==> src/rtl/rvc_asap_5pl_vga_ctrl.sv <==
// VGA 640x480@60Hz controller: scans a 1-bpp frame buffer, serialises 32-bit words
// into pixels and drives syncs and 12-bit RGB through a fixed 2-cycle pipeline.
module rvc_asap_5pl_vga_ctrl #(
    parameter int unsigned H_VISIBLE = 640,
    parameter int unsigned H_FRONT   = 16,
    parameter int unsigned H_SYNC    = 96,
    parameter int unsigned H_BACK    = 48,
    parameter int unsigned V_VISIBLE = 480,
    parameter int unsigned V_FRONT   = 10,
    parameter int unsigned V_SYNC    = 2,
    parameter int unsigned V_BACK    = 33,
    parameter logic [11:0] FG_COLOR  = 12'hFFF,
    parameter logic [11:0] BG_COLOR  = 12'h000
) (
    input  logic        Clock,
    input  logic        Rst,
    output logic [13:0] address_b,
    input  logic [31:0] q_b,
    output logic [3:0]  RED,
    output logic [3:0]  GREEN,
    output logic [3:0]  BLUE,
    output logic        h_sync,
    output logic        v_sync,
    output logic        frame_start
);

    localparam logic [9:0]  H_VIS      = 10'(H_VISIBLE);
    localparam logic [9:0]  H_LAST     = 10'(H_VISIBLE + H_FRONT + H_SYNC + H_BACK - 1);
    localparam logic [9:0]  HS_FIRST   = 10'(H_VISIBLE + H_FRONT);
    localparam logic [9:0]  HS_LAST    = 10'(H_VISIBLE + H_FRONT + H_SYNC - 1);
    localparam logic [9:0]  V_VIS      = 10'(V_VISIBLE);
    localparam logic [9:0]  V_LAST     = 10'(V_VISIBLE + V_FRONT + V_SYNC + V_BACK - 1);
    localparam logic [9:0]  VS_FIRST   = 10'(V_VISIBLE + V_FRONT);
    localparam logic [9:0]  VS_LAST    = 10'(V_VISIBLE + V_FRONT + V_SYNC - 1);
    localparam logic [13:0] LINE_WORDS = 14'(H_VISIBLE / 32);

    // Scan counters and the running word address of the current line's first word
    logic [9:0]  h_cnt_q, h_cnt_d;
    logic [9:0]  v_cnt_q, v_cnt_d;
    logic [13:0] line_base_q, line_base_d;

    // Stage 1: fetch bookkeeping plus delayed visible/sync terms
    logic [13:0] addr_hold_q, addr_hold_d;
    logic        load_q, load_d;
    logic        vis1_q, vis1_d;
    logic        hs1_q, hs1_d;
    logic        vs1_q, vs1_d;
    logic        fs1_q, fs1_d;

    // Stage 2: pixel serialiser and registered pins
    logic [31:0] shift_q, shift_d;
    logic [11:0] rgb_q, rgb_d;
    logic        h_sync_q, h_sync_d;
    logic        v_sync_q, v_sync_d;
    logic        frame_start_q, frame_start_d;

    logic        h_end;
    logic        v_end;
    logic        visible;
    logic        fetch;
    logic [13:0] fetch_addr;
    logic        pix_bit;

    always_comb begin
        h_end       = (h_cnt_q == H_LAST);
        v_end       = (v_cnt_q == V_LAST);
        h_cnt_d     = h_end ? 10'd0 : h_cnt_q + 10'd1;
        v_cnt_d     = v_cnt_q;
        line_base_d = line_base_q;
        if (h_end) begin
            if (v_end) begin
                v_cnt_d     = 10'd0;
                line_base_d = 14'd0;
            end else begin
                v_cnt_d     = v_cnt_q + 10'd1;
                line_base_d = line_base_q + LINE_WORDS;
            end
        end
    end

    // The address is presented combinationally in the fetch cycle so the
    // memory's registered read returns the word on the very next cycle.
    always_comb begin
        visible     = (h_cnt_q < H_VIS) && (v_cnt_q < V_VIS);
        fetch       = visible && (h_cnt_q[4:0] == 5'd0);
        fetch_addr  = line_base_q + 14'(h_cnt_q[9:5]);
        address_b   = fetch ? fetch_addr : addr_hold_q;
        addr_hold_d = address_b;
        load_d      = fetch;
        vis1_d      = visible;
        hs1_d       = !((h_cnt_q >= HS_FIRST) && (h_cnt_q <= HS_LAST));
        vs1_d       = !((v_cnt_q >= VS_FIRST) && (v_cnt_q <= VS_LAST));
        fs1_d       = (h_cnt_q == 10'd0) && (v_cnt_q == 10'd0);
    end

    // On the load cycle the pixel comes straight from q_b; the register keeps
    // the remaining 31 bits already shifted into place.
    always_comb begin
        pix_bit       = load_q ? q_b[0] : shift_q[0];
        shift_d       = load_q ? {1'b0, q_b[31:1]} : {1'b0, shift_q[31:1]};
        rgb_d         = vis1_q ? (pix_bit ? FG_COLOR : BG_COLOR) : 12'h000;
        h_sync_d      = hs1_q;
        v_sync_d      = vs1_q;
        frame_start_d = fs1_q;
    end

    always_ff @(posedge Clock) begin
        if (Rst) begin
            h_cnt_q       <= 10'd0;
            v_cnt_q       <= 10'd0;
            line_base_q   <= 14'd0;
            addr_hold_q   <= 14'd0;
            load_q        <= 1'b0;
            vis1_q        <= 1'b0;
            hs1_q         <= 1'b1;
            vs1_q         <= 1'b1;
            fs1_q         <= 1'b0;
            shift_q       <= 32'd0;
            rgb_q         <= 12'h000;
            h_sync_q      <= 1'b1;
            v_sync_q      <= 1'b1;
            frame_start_q <= 1'b0;
        end else begin
            h_cnt_q       <= h_cnt_d;
            v_cnt_q       <= v_cnt_d;
            line_base_q   <= line_base_d;
            addr_hold_q   <= addr_hold_d;
            load_q        <= load_d;
            vis1_q        <= vis1_d;
            hs1_q         <= hs1_d;
            vs1_q         <= vs1_d;
            fs1_q         <= fs1_d;
            shift_q       <= shift_d;
            rgb_q         <= rgb_d;
            h_sync_q      <= h_sync_d;
            v_sync_q      <= v_sync_d;
            frame_start_q <= frame_start_d;
        end
    end

    assign {RED, GREEN, BLUE} = rgb_q;
    assign h_sync             = h_sync_q;
    assign v_sync             = v_sync_q;
    assign frame_start        = frame_start_q;

endmodule

==> config.mk <==
export PLATFORM = sky130hd
export DESIGN_NAME = rvc_asap_5pl_vga_ctrl
export DESIGN_NICKNAME = d
export VERILOG_FILES = /design/src/rtl/rvc_asap_5pl_vga_ctrl.sv
export SDC_FILE = /design/constraint.sdc
export NUM_CORES = 1
export LEC_CHECK = 0
export CAP_MARGIN = 25
export CORE_ASPECT_RATIO = 0.7
export CORE_MARGIN = 3
export CORE_UTILIZATION = 36
export CTS_CLUSTER_DIAMETER = 30
export DETAILED_ROUTE_END_ITERATION = 12
export GPL_TIMING_DRIVEN = 0
export PLACE_DENSITY = 0.6
export SETUP_SLACK_MARGIN = 0.05
export SLEW_MARGIN = 40
export SYNTH_ARGS = -nofsm -noshare
export SYNTH_HDL_FRONTEND = slang
export SYNTH_SLANG_ARGS = --single-unit
==> constraint.sdc <==
create_clock -name Clock -period 4.5 [get_ports Clock]
set_input_delay 1.35 -clock Clock [delete_from_list [all_inputs] [get_ports Clock]]
set_output_delay 1.35 -clock Clock [all_outputs]
set_load 0.02 [all_outputs]
==> results of run 1 <==
-- worst reg2reg max path, cell delays in order (launching register included) --
cell and delay, ns:
dfxtp_1 0.40, ha_1 0.23, and3_1 0.17, clkbuf_1 0.24
nand3_1 0.31, o21bai_2 0.60, clkbuf_1 0.45, nor2_1 0.10
-- stage by stage --
stage / cells / utilization [%]
global route: 619 / 49.0
floorplan: 413 / -
CTS: 619 / 48.8
finish: 619 / 49.0
detailed placement: 603 / 45.8
global placement: 603 / 45.8
-- logic make-up (layout without fill, tap and decap cells) --
logic type               after synthesis  count (layout)
adder cells (fa/ha/maj)                8               8
buffers and inverters                 46             124
multiplexers                          35              35
AND/OR/NAND/NOR                      154             154
AO/OA/AOI/OAI                         64              64
flip-flops                            86              86
XOR/XNOR                              20              20
-- registers in the layout (all words and copies together), names as in the netlist, 10 cells and up --
signal       flops
addr_hold_q     14
h_cnt_q         10
line_base_q     12
shift_q         31
v_cnt_q         10
-- placed cells by master, fill, tap and decap left out, types with 5 or more instances in the layout --
cell / n
a211oi_1: 7
a21oi_1: 25
buf_1: 5
buf_2: 5
buf_4: 11
clkbuf_1: 15
clkbuf_16: 9
clkdlybuf4s50_1: 60
dfxtp_1: 86
ha_1: 8
inv_1: 9
mux2i_1: 31
nand2_1: 16
nand3_1: 12
nand4_1: 9
nor2_1: 56
nor2b_1: 10
nor4_1: 7
o21ai_0: 14
o31ai_1: 5
or2_2: 5
or3_1: 12
or4_1: 5
xnor2_1: 11
xor2_1: 9
-- path summary, 6_finish.rpt --
path                              start                      end  slack (ns)  depth (start not counted)
setup / recovery  h_cnt_q[0]$_SDFF_PP0_             address_b[1]        0.26                          7
hold / removal      h_sync_d$_SDFF_PP1_        h_sync$_SDFF_PP1_        0.41                          1
setup reg to reg  h_cnt_q[0]$_SDFF_PP0_  v_cnt_q[4]$_SDFFE_PP0N_        1.88                          7
hold reg to reg     h_sync_d$_SDFF_PP1_        h_sync$_SDFF_PP1_        0.41                          1
-- area by class of cell --
| cell class | count | area, sq um |
|---|---|---|
| plain buffers | 37 | 194 |
| clock buffers | 12 | 267 |
| clock inverters | 4 | 30.0 |
| fillers | 958 | 5060 |
| inverters | 9 | 33.8 |
| multi-input cells | 281 | 1830 |
| flip-flops and latches | 86 | 1720 |
| well taps | 128 | 160 |
| repair buffers | 62 | 618 |
-- per-layer routing --
| metal | GRT usage, % | vias up |
|---|---|---|
| li1 | - | 1592 |
| met1 | 22.4 | 1437 |
| met2 | 21.2 | 66 |
| met3 | 5.47 | 5 |
| met4 | 4.06 | 0 |
| met5 | 0 | - |
-- power by group --
part	total [mW]	switching (mW)	internal, mW
sequential	0.803	0.0103	0.792
clock	0.714	0.295	0.419
combinational	0.208	0.104	0.104
-- timing repair --
item,CTS,global route
endpoints found under the setup margin,2,8
gates resized for setup,2,4
gates cloned,0,0
hold buffers,0,0
==> results.yml, run 1 <==
clock_network:
  numCtsBuffers: 9
  clk_pin_slew_ns: 0.06
  clk_latency_ns: 0.34
  post-cts-setup-buffers: 0
  clkSinkCount: 86
  clockBufferDepth: 2
  cts_tree: "built"
  htree_num_levels: 3
  root_buffer: "clkbuf_16"
sta:
  worst_slack_ns: 0.264
  worst_pin_slew_ns: 0.724
  finalSetupTns_ns: 0
  slew_headroom_pct: 51.7
  max_freq_mhz: 236
  period_needed_ns: 4.24
  post-route-period-util_pct: 94.1
  hold_viol: 0
  finClkSkew_ns: 0.00496
  holdWs_ns: 0.408
  setup_viol: 0
  finalMaxSlewViolations: 0
  rsz0062_at_grt: "no"
drt:
  drtIter0Drc: 166
  met2_length_mm: 3.54
  met1Wirelength_mm: 4.45
  dr_wl_met3_um: 540
  dr.pass1.iters: 4
  wirelength_mm: 8.62
  top_layer_used: "met4"
  avgRoutedWirePerCell_um: 13.9
  viasPerCell: 5.01
  ant_nets: 0
  drc_errors: 0
  vias: 3100
worst_setup_path:
  critPathBufInv: 3
  cp-start-kind: "flop"
  cp.arrival_ns: 2.89
  max_stage_delay_ns: 0.61
  cp-end-kind: "output port"
  path_cells: "inv_1, ha_1, or4b_4, or4_1, buf_2, mux2_2, clkdlybuf4s50_1"
  cpMaxStageDelayCell: "clkdlybuf4s50_1"
  critPathTopFamily: "simple AND/OR/NAND/NOR gates"
  critPathMaxFanout: 7
  cp.required_ns: 3.15
  criticalPathCategory: "reg -> out"
grt:
  grt_pass1_vias: 2846
  antenna_found_initial: 0
  overflow: 0
  grt_pass1_wl_mm: 14.1
  grt_max_degree: 15
  track_usage_pct: 15.3
hold_path:
  min-delay-path-class: "reg -> reg"
synth:
  syn_nets: 455
  synth_top_family_by_area: "simple AND/OR/NAND/NOR gates"
  synth_top_area_share_pct: 45.9
  synthSimpleGateAreaFrac_pct: 20.9
  synth_enable_flop_cells: 0
  synth_common_cells: "86 x dfxtp_1, 56 x nor2_1, 31 x mux2i_1"
  synthAdderAreaFrac_pct: 2.67
  syn_inst: 413
  seq_area_frac_synth_pct: 45.9
  yosys_warnings: 0
  yosys_most_used_dff: "dfxtp_1"
  synth_top_area_cell: "dfxtp_1"
  yosysUniqueCellTypes: 44
  synth_mux_area_share_pct: 9.47
  ys_ff_latch: 86
  syn_avg_cell_area_sq_um: 9.09
  synthTopCellsByArea: "dfxtp_1 46%, mux2i_1 8.3%, nor2_1 5.6%"
  synth_compound_area_share_pct: 10.3
  yosysMostFrequentCell: "dfxtp_1"
  async_reset_ff_share_pct: 0
  synth_xor_area_share_pct: 4.67
  synth_area_sq_mm: 0.00375
placed_design:
  placed_area_sq_mm: 0.00454
  io_buffer_count: 62
  place.detailed.hpwl_mm: 6.51
  pre_cts_slack_ns: 0.291
  place_congestion: 0.800
die:
  coreArea_sq_mm: 0.00991
  start_util_pct: 37.9
  die_x_um: 128
  dieArea_sq_mm: 0.0117
  io_pins: 63
  rows: 30
  die-height_um: 91.4
status:
  status: "finished, final reports clean"
final_layout:
  final_nets: 528
  drive_gt1_share_pct: 9.57
  design_area_sq_mm: 0.00485
  diodes: 0
  areaGrowthSynthToFinish_pct: 29.3
pwr:
  p_per_area_mw_per_mm2: 355
  ir_drop_mv: 0.172
  power.total_mw: 1.72
  leakage_nw: 1.79
run:
  drv_cap: 0
No activity file was read; power rests on OpenSTA's default activity.
==> run 2, diff against run 1 <==
--- a/config.mk
+++ b/config.mk
@@ -6,7 +6,6 @@
 export NUM_CORES = 1
 export LEC_CHECK = 0
 export CAP_MARGIN = 25
-export CORE_ASPECT_RATIO = 0.7
 export CORE_MARGIN = 3
 export CORE_UTILIZATION = 36
 export CTS_CLUSTER_DIAMETER = 30
==> run 2 against run 1 <==
Against the previous run: global-route usage is 0.85 points lower; core utilization shrank 0.76 points; largest cell class unchanged; largest power group unchanged; non-clock buffer count unchanged; sequential power barely moved; setup slack worse by 0.041 ns; highest routed layer unchanged.
==> results.yml, run 2 (synthesis results as in run 1) <==
die:
  start_util_pct: 37.7
  die-height_um: 108
  coreArea_sq_mm: 0.00995
  die_x_um: 108
  io_pins: 63
  dieArea_sq_mm: 0.0117
  rows: 36
sta:
  setup_viol: 0
  hold_viol: 0
  holdWs_ns: 0.415
  slew_headroom_pct: 49.8
  worst_slack_ns: 0.222
  finalMaxSlewViolations: 0
  period_needed_ns: 4.28
  rsz0062_at_grt: "no"
  post-route-period-util_pct: 95.1
  max_freq_mhz: 234
  worst_pin_slew_ns: 0.748
  finalSetupTns_ns: 0
  finClkSkew_ns: 0.0164
worst_setup_path:
  cp-start-kind: "flop"
  worstSetupStartpoint: "h_cnt_q[0]$_SDFF_PP0_"
  r2r-start: "h_cnt_q[0]$_SDFF_PP0_"
  cp.arrival_ns: 2.93
  r2r_cells: 7
  critPathMaxFanout: 7
  cp-endpoint: "address_b[2]"
  critPathTopFamily: "simple AND/OR/NAND/NOR gates"
  r2r_slack_ns: 1.94
  critPathBufInv: 3
  cp-end-kind: "output port"
  cpMaxStageDelayCell: "clkdlybuf4s50_1"
  path_cells: "inv_1, ha_1, or4b_4, or4_1, buf_2, mux2_2, clkdlybuf4s50_1"
  max_stage_delay_ns: 0.60
  cp.required_ns: 3.15
  r2r_end: "v_cnt_q[3]$_SDFFE_PP0N_"
  cp.depth: 7
  criticalPathCategory: "reg -> out"
clock_network:
  root_buffer: "clkbuf_8"
  post-cts-setup-buffers: 0
  clk_pin_slew_ns: 0.09
  numCtsBuffers: 9
  postCtsHoldBufs: 0
  htree_num_levels: 3
  clockBufferDepth: 2
  clkSinkCount: 86
  cts_tree: "built"
  clk_latency_ns: 0.36
drt:
  drtIter0Drc: 137
  dr.pass1.iters: 4
  avgRoutedWirePerCell_um: 13.2
  vias: 3047
  drc_errors: 0
  viasPerCell: 4.88
  ant_nets: 0
  wirelength_mm: 8.26
final_layout:
  fill_cells: 982
  reg_top3: "shift_q (31), addr_hold_q (14), line_base_q (12)"
  design_area_sq_mm: 0.00480
  final_common_cell: "dfxtp_1"
  final_nets: 528
  areaGrowthSynthToFinish_pct: 27.9
  diodes: 0
  register_area_sq_mm: 0.00172
  multi_input_area_sq_mm: 0.00184
  largest_reg_flops: 31
  drive_gt1_share_pct: 9.57
  final_cell_mix: "86 x dfxtp_1, 60 x clkdlybuf4s50_1, 56 x nor2_1"
  regMostFlops: "shift_q"
pwr:
  ir_drop_mv: 0.165
  swShare_pct: 25.4
  p_seq_share_pct: 49.2
  p_per_area_mw_per_mm2: 339
  power.share.clock_pct: 38.1
  pwr-share-comb_pct: 12.7
  p_sw_mw: 0.413
  leakage_nw: 1.77
  intPower_mw: 1.22
  power.total_mw: 1.63
placed_design:
  placed_area_sq_mm: 0.00454
  io_buffer_count: 62
  place_congestion: 0.812
  place.detailed.hpwl_mm: 6.00
  pre_cts_slack_ns: 0.344
grt:
  met1_usage_pct: 20.0
  antenna_found_initial: 0
  grt_pass1_wl_mm: 13.4
  grt_max_degree: 17
  use_met2_pct: 22.4
  track_usage_pct: 14.5
  grt-busiest-layer: "met2"
  met3_usage_pct: 2.57
  overflow: 0
  grt_pass1_vias: 2824
hold_path:
  min-delay-path-class: "reg -> reg"
status:
  status: "finished, final reports clean"
run:
  drv_cap: 0
==> run 2: cell count changes in the layout (fill, tap and decap cells not counted), moves of 2 or more <==
cell / change
clkinvlp_4: -2
clkbuf_16: -9
bufinv_16: +2
clkbuf_8: +6
inv_6: +2
==> run 2: worst min-delay path by stage <==
stage | cells after the start | end | start | slack, ns
finish | 1 | v_sync$_SDFF_PP1_ | v_sync_d$_SDFF_PP1_ | 0.42
global route | 1 | h_sync$_SDFF_PP1_ | h_sync_d$_SDFF_PP1_ | 0.44
CTS | 1 | h_sync$_SDFF_PP1_ | h_sync_d$_SDFF_PP1_ | 0.42
detailed placement | 1 | v_sync$_SDFF_PP1_ | v_sync_d$_SDFF_PP1_ | 0.40
global placement | 1 | v_sync$_SDFF_PP1_ | v_sync_d$_SDFF_PP1_ | 0.40
floorplan | 1 | h_sync$_SDFF_PP1_ | h_sync_d$_SDFF_PP1_ | 0.39
==> run 2: power by group through the flow <==
| stage | clock (mW) | combinational, mW | sequential, mW |
|---|---|---|---|
| floorplan | 0 | 0.121 | 0.818 |
| CTS | 0.640 | 0.207 | 0.802 |
| finish | 0.620 | 0.207 | 0.802 |
| detailed placement | 0 | 0.206 | 0.819 |
| global route | 0.663 | 0.226 | 0.806 |
| global placement | 0 | 0.204 | 0.819 |
==> run 2: final cells by class <==
type,count,area share [%]
multi-input cells,281,38.3
flip-flops and latches,86,35.9
repair buffers,62,12.9
plain buffers,37,4.04
well taps,133,3.47
clock buffers,9,2.58
clock inverters,7,2.16
inverters,9,0.704
==> run 2: timing repair <==
action | in CTS | in global routing
cloned | 0 | 0
resized for setup | 3 | 4
setup endpoints to repair | 9 | 11
==> run 2: metal layers <==
metal	vias to the layer above	part of all wire (%)	routed length, um
met5	-	0	0
met4	0	0.90	74
met3	5	4.2	346
met2	60	45	3750
met1	1401	49	4080
li1	1581	-	-
==> run 2: metrics by stage <==
stage	instances	utilization, %
4_1_cts	624	48.0
3_3_place_gp	608	45.6
6_report	624	48.2
5_1_grt	624	48.2
3_5_place_dp	608	45.7
2_1_floorplan	413	-
==> run 3, diff against run 2 <==
--- a/config.mk
+++ b/config.mk
@@ -5,6 +5,7 @@
 export SDC_FILE = /design/constraint.sdc
 export NUM_CORES = 1
 export LEC_CHECK = 0
+export ABC_CLOCK_PERIOD_IN_PS = 4500
 export CAP_MARGIN = 25
 export CORE_MARGIN = 3
 export CORE_UTILIZATION = 36
@@ -12,7 +13,6 @@
 export DETAILED_ROUTE_END_ITERATION = 12
 export GPL_TIMING_DRIVEN = 0
 export PLACE_DENSITY = 0.6
-export SETUP_SLACK_MARGIN = 0.05
 export SLEW_MARGIN = 40
 export SYNTH_ARGS = -nofsm -noshare
 export SYNTH_HDL_FRONTEND = slang
==> run 3 against run 2 <==
Against the previous run: combinational power barely moved; first-iteration DRC count up 26%; sequential share of layout area is 0.15 points higher; maximum frequency down 0.87%; via count hardly changed; non-clock buffer count stayed put.
==> results.yml, run 3 (synthesis results as in run 1) <==
drt:
  avgRoutedWirePerCell_um: 13.1
  vias: 3050
  met2_length_mm: 3.73
  dr.pass1.iters: 4
  wirelength_mm: 8.19
  drtIter0Drc: 172
  viasPerCell: 4.89
  top_layer_used: "met4"
  dr_wl_met3_um: 350
  met1Wirelength_mm: 4.00
  ant_nets: 0
  drc_errors: 0
grt:
  track_usage_pct: 14.5
  antenna_found_initial: 0
  grt_max_degree: 17
  grt_pass1_vias: 2824
  grt_pass1_wl_mm: 13.4
  overflow: 0
clock_network:
  clkSinkCount: 86
  htree_num_levels: 3
  post-cts-setup-buffers: 0
  root_buffer: "clkbuf_8"
  numCtsBuffers: 9
  clk_latency_ns: 0.36
  clockBufferDepth: 2
  cts_tree: "built"
  postCtsHoldBufs: 0
  clk_pin_slew_ns: 0.08
hold_path:
  worstHoldStart: "v_sync_d$_SDFF_PP1_"
  whs_path_depth: 1
  min-delay-path-class: "reg -> reg"
  whs_endpoint: "v_sync$_SDFF_PP1_"
final_layout:
  reg_top3: "shift_q (31), addr_hold_q (14), line_base_q (12)"
  register_area_sq_mm: 0.00172
  final_cell_mix: "86 x dfxtp_1, 60 x clkdlybuf4s50_1, 56 x nor2_1"
  multi_input_area_sq_mm: 0.00182
  design_area_sq_mm: 0.00478
  largest_reg_flops: 31
  final_common_cell: "dfxtp_1"
  drive_gt1_share_pct: 9.16
  diodes: 0
  final_nets: 528
  areaGrowthSynthToFinish_pct: 27.3
  regMostFlops: "shift_q"
  post-route-util_pct: 48.0
  fill_cells: 984
worst_setup_path:
  r2r_slack_ns: 1.97
  max_stage_delay_ns: 0.67
  cpMaxStageDelayCell: "a211oi_1"
  cp.required_ns: 3.15
  criticalPathCategory: "reg -> out"
  critPathMaxFanout: 6
  r2r_end: "v_cnt_q[2]$_SDFFE_PP0N_"
  critPathTopFamily: "compound AO/OA/AOI/OAI gates"
  r2r_cells: 7
  path_cells: "ha_1, a211oi_1, nor4_1, xnor2_1, a21oi_1, clkdlybuf4s50_1"
  cp-start-kind: "flop"
  cp-end-kind: "output port"
  critPathBufInv: 1
  cp.arrival_ns: 2.97
  r2r-start: "h_cnt_q[0]$_SDFF_PP0_"
placed_design:
  place_congestion: 0.812
  placed_area_sq_mm: 0.00454
  place.detailed.hpwl_mm: 6.00
  io_buffer_count: 62
pwr:
  p_seq_share_pct: 49.2
  ir_drop_mv: 0.166
  leakage_nw: 1.76
  pwr-share-comb_pct: 12.6
  intPower_mw: 1.22
  p_per_area_mw_per_mm2: 341
  swShare_pct: 25.4
  p_sw_mw: 0.413
  power.share.clock_pct: 38.2
sta:
  post-route-period-util_pct: 95.9
  finClkSkew_ns: 0.0158
  hold_viol: 0
  finalMaxSlewViolations: 0
  rsz0062_at_grt: "no"
  worst_pin_slew_ns: 0.747
  max_freq_mhz: 232
  slew_headroom_pct: 49.9
  setup_viol: 0
  finalSetupTns_ns: 0
  period_needed_ns: 4.32
die:
  die-height_um: 108
  start_util_pct: 37.7
  die_x_um: 108
  dieArea_sq_mm: 0.0117
  coreArea_sq_mm: 0.00995
  io_pins: 63
  rows: 36
status:
  status: "finished, final reports clean"
run:
  drv_cap: 0
==> run 3: cell counts in the layout (fill, tap and decap cells not counted) <==
Identical to the previous run, type by type.
==> run 3: worst max-delay path by stage <==
stage,start,to,slack (ns),depth (start not counted)
floorplan,h_cnt_q[0]$_SDFF_PP0_,address_b[5],0.96,6
global placement,h_cnt_q[0]$_SDFF_PP0_,address_b[5],0.35,7
detailed placement,h_cnt_q[0]$_SDFF_PP0_,address_b[5],0.34,7
CTS,h_cnt_q[0]$_SDFF_PP0_,address_b[0],0.10,7
global route,line_base_q[3]$_SDFFE_PP0N_,address_b[12],0.005,6
finish,line_base_q[3]$_SDFFE_PP0N_,address_b[12],0.18,6
==> run 3: power groups by stage <==
stage / Combinational (mW) / Sequential, mW / Clock, mW
global route: 0.225 / 0.806 / 0.663
global placement: 0.204 / 0.819 / 0
finish: 0.205 / 0.802 / 0.621
floorplan: 0.121 / 0.818 / 0
CTS: 0.207 / 0.802 / 0.640
detailed placement: 0.206 / 0.819 / 0
==> run 3: routing by layer <==
metal / track usage [%] / vias to the layer above
li1: - / 1582
met1: 20.0 / 1408
met2: 22.4 / 52
met3: 2.57 / 8
met4: 5.68 / 0
met5: 0 / -
==> run 3: final cells by class <==
type,count,area share (%)
buffer,37,4.06
clock buffer,9,2.59
clock inverter,7,2.17
inverter,9,0.707
multi-input combinational,281,38.0
sequential,86,36.0
tap,133,3.48
timing repair buffer,62,12.9
==> run 3: what timing repair did <==
| item | in CTS | in global routing |
|---|---|---|
| resized for setup | 3 | 1 |
| endpoints found under the setup margin | 4 | 3 |
| pin swaps | 0 | 0 |
| hold endpoints to repair | 0 | 0 |
==> run 3: stage by stage <==
| step | setup slack (ns) | std cells | hold WS, ns | power [mW] |
|---|---|---|---|---|
| 2_1_floorplan | 0.957 | 413 | 0.389 | 0.939 |
| 3_3_place_gp | 0.352 | 608 | 0.399 | 1.02 |
| 3_5_place_dp | 0.344 | 608 | 0.396 | 1.03 |
| 4_1_cts | 0.104 | 624 | 0.418 | 1.65 |
| 5_1_grt | 0.00523 | 624 | 0.436 | 1.69 |
| 6_report | 0.185 | 624 | 0.414 | 1.63 |
==> run 3: worst reg2reg max path, stage by stage (launching register included) <==
cell	delay, ns
dfxtp_1	0.40
ha_1	0.22
and3_1	0.16
clkbuf_1	0.23
nand3_1	0.33
o21bai_2	0.56
clkbuf_1	0.43
nor2_1	0.09
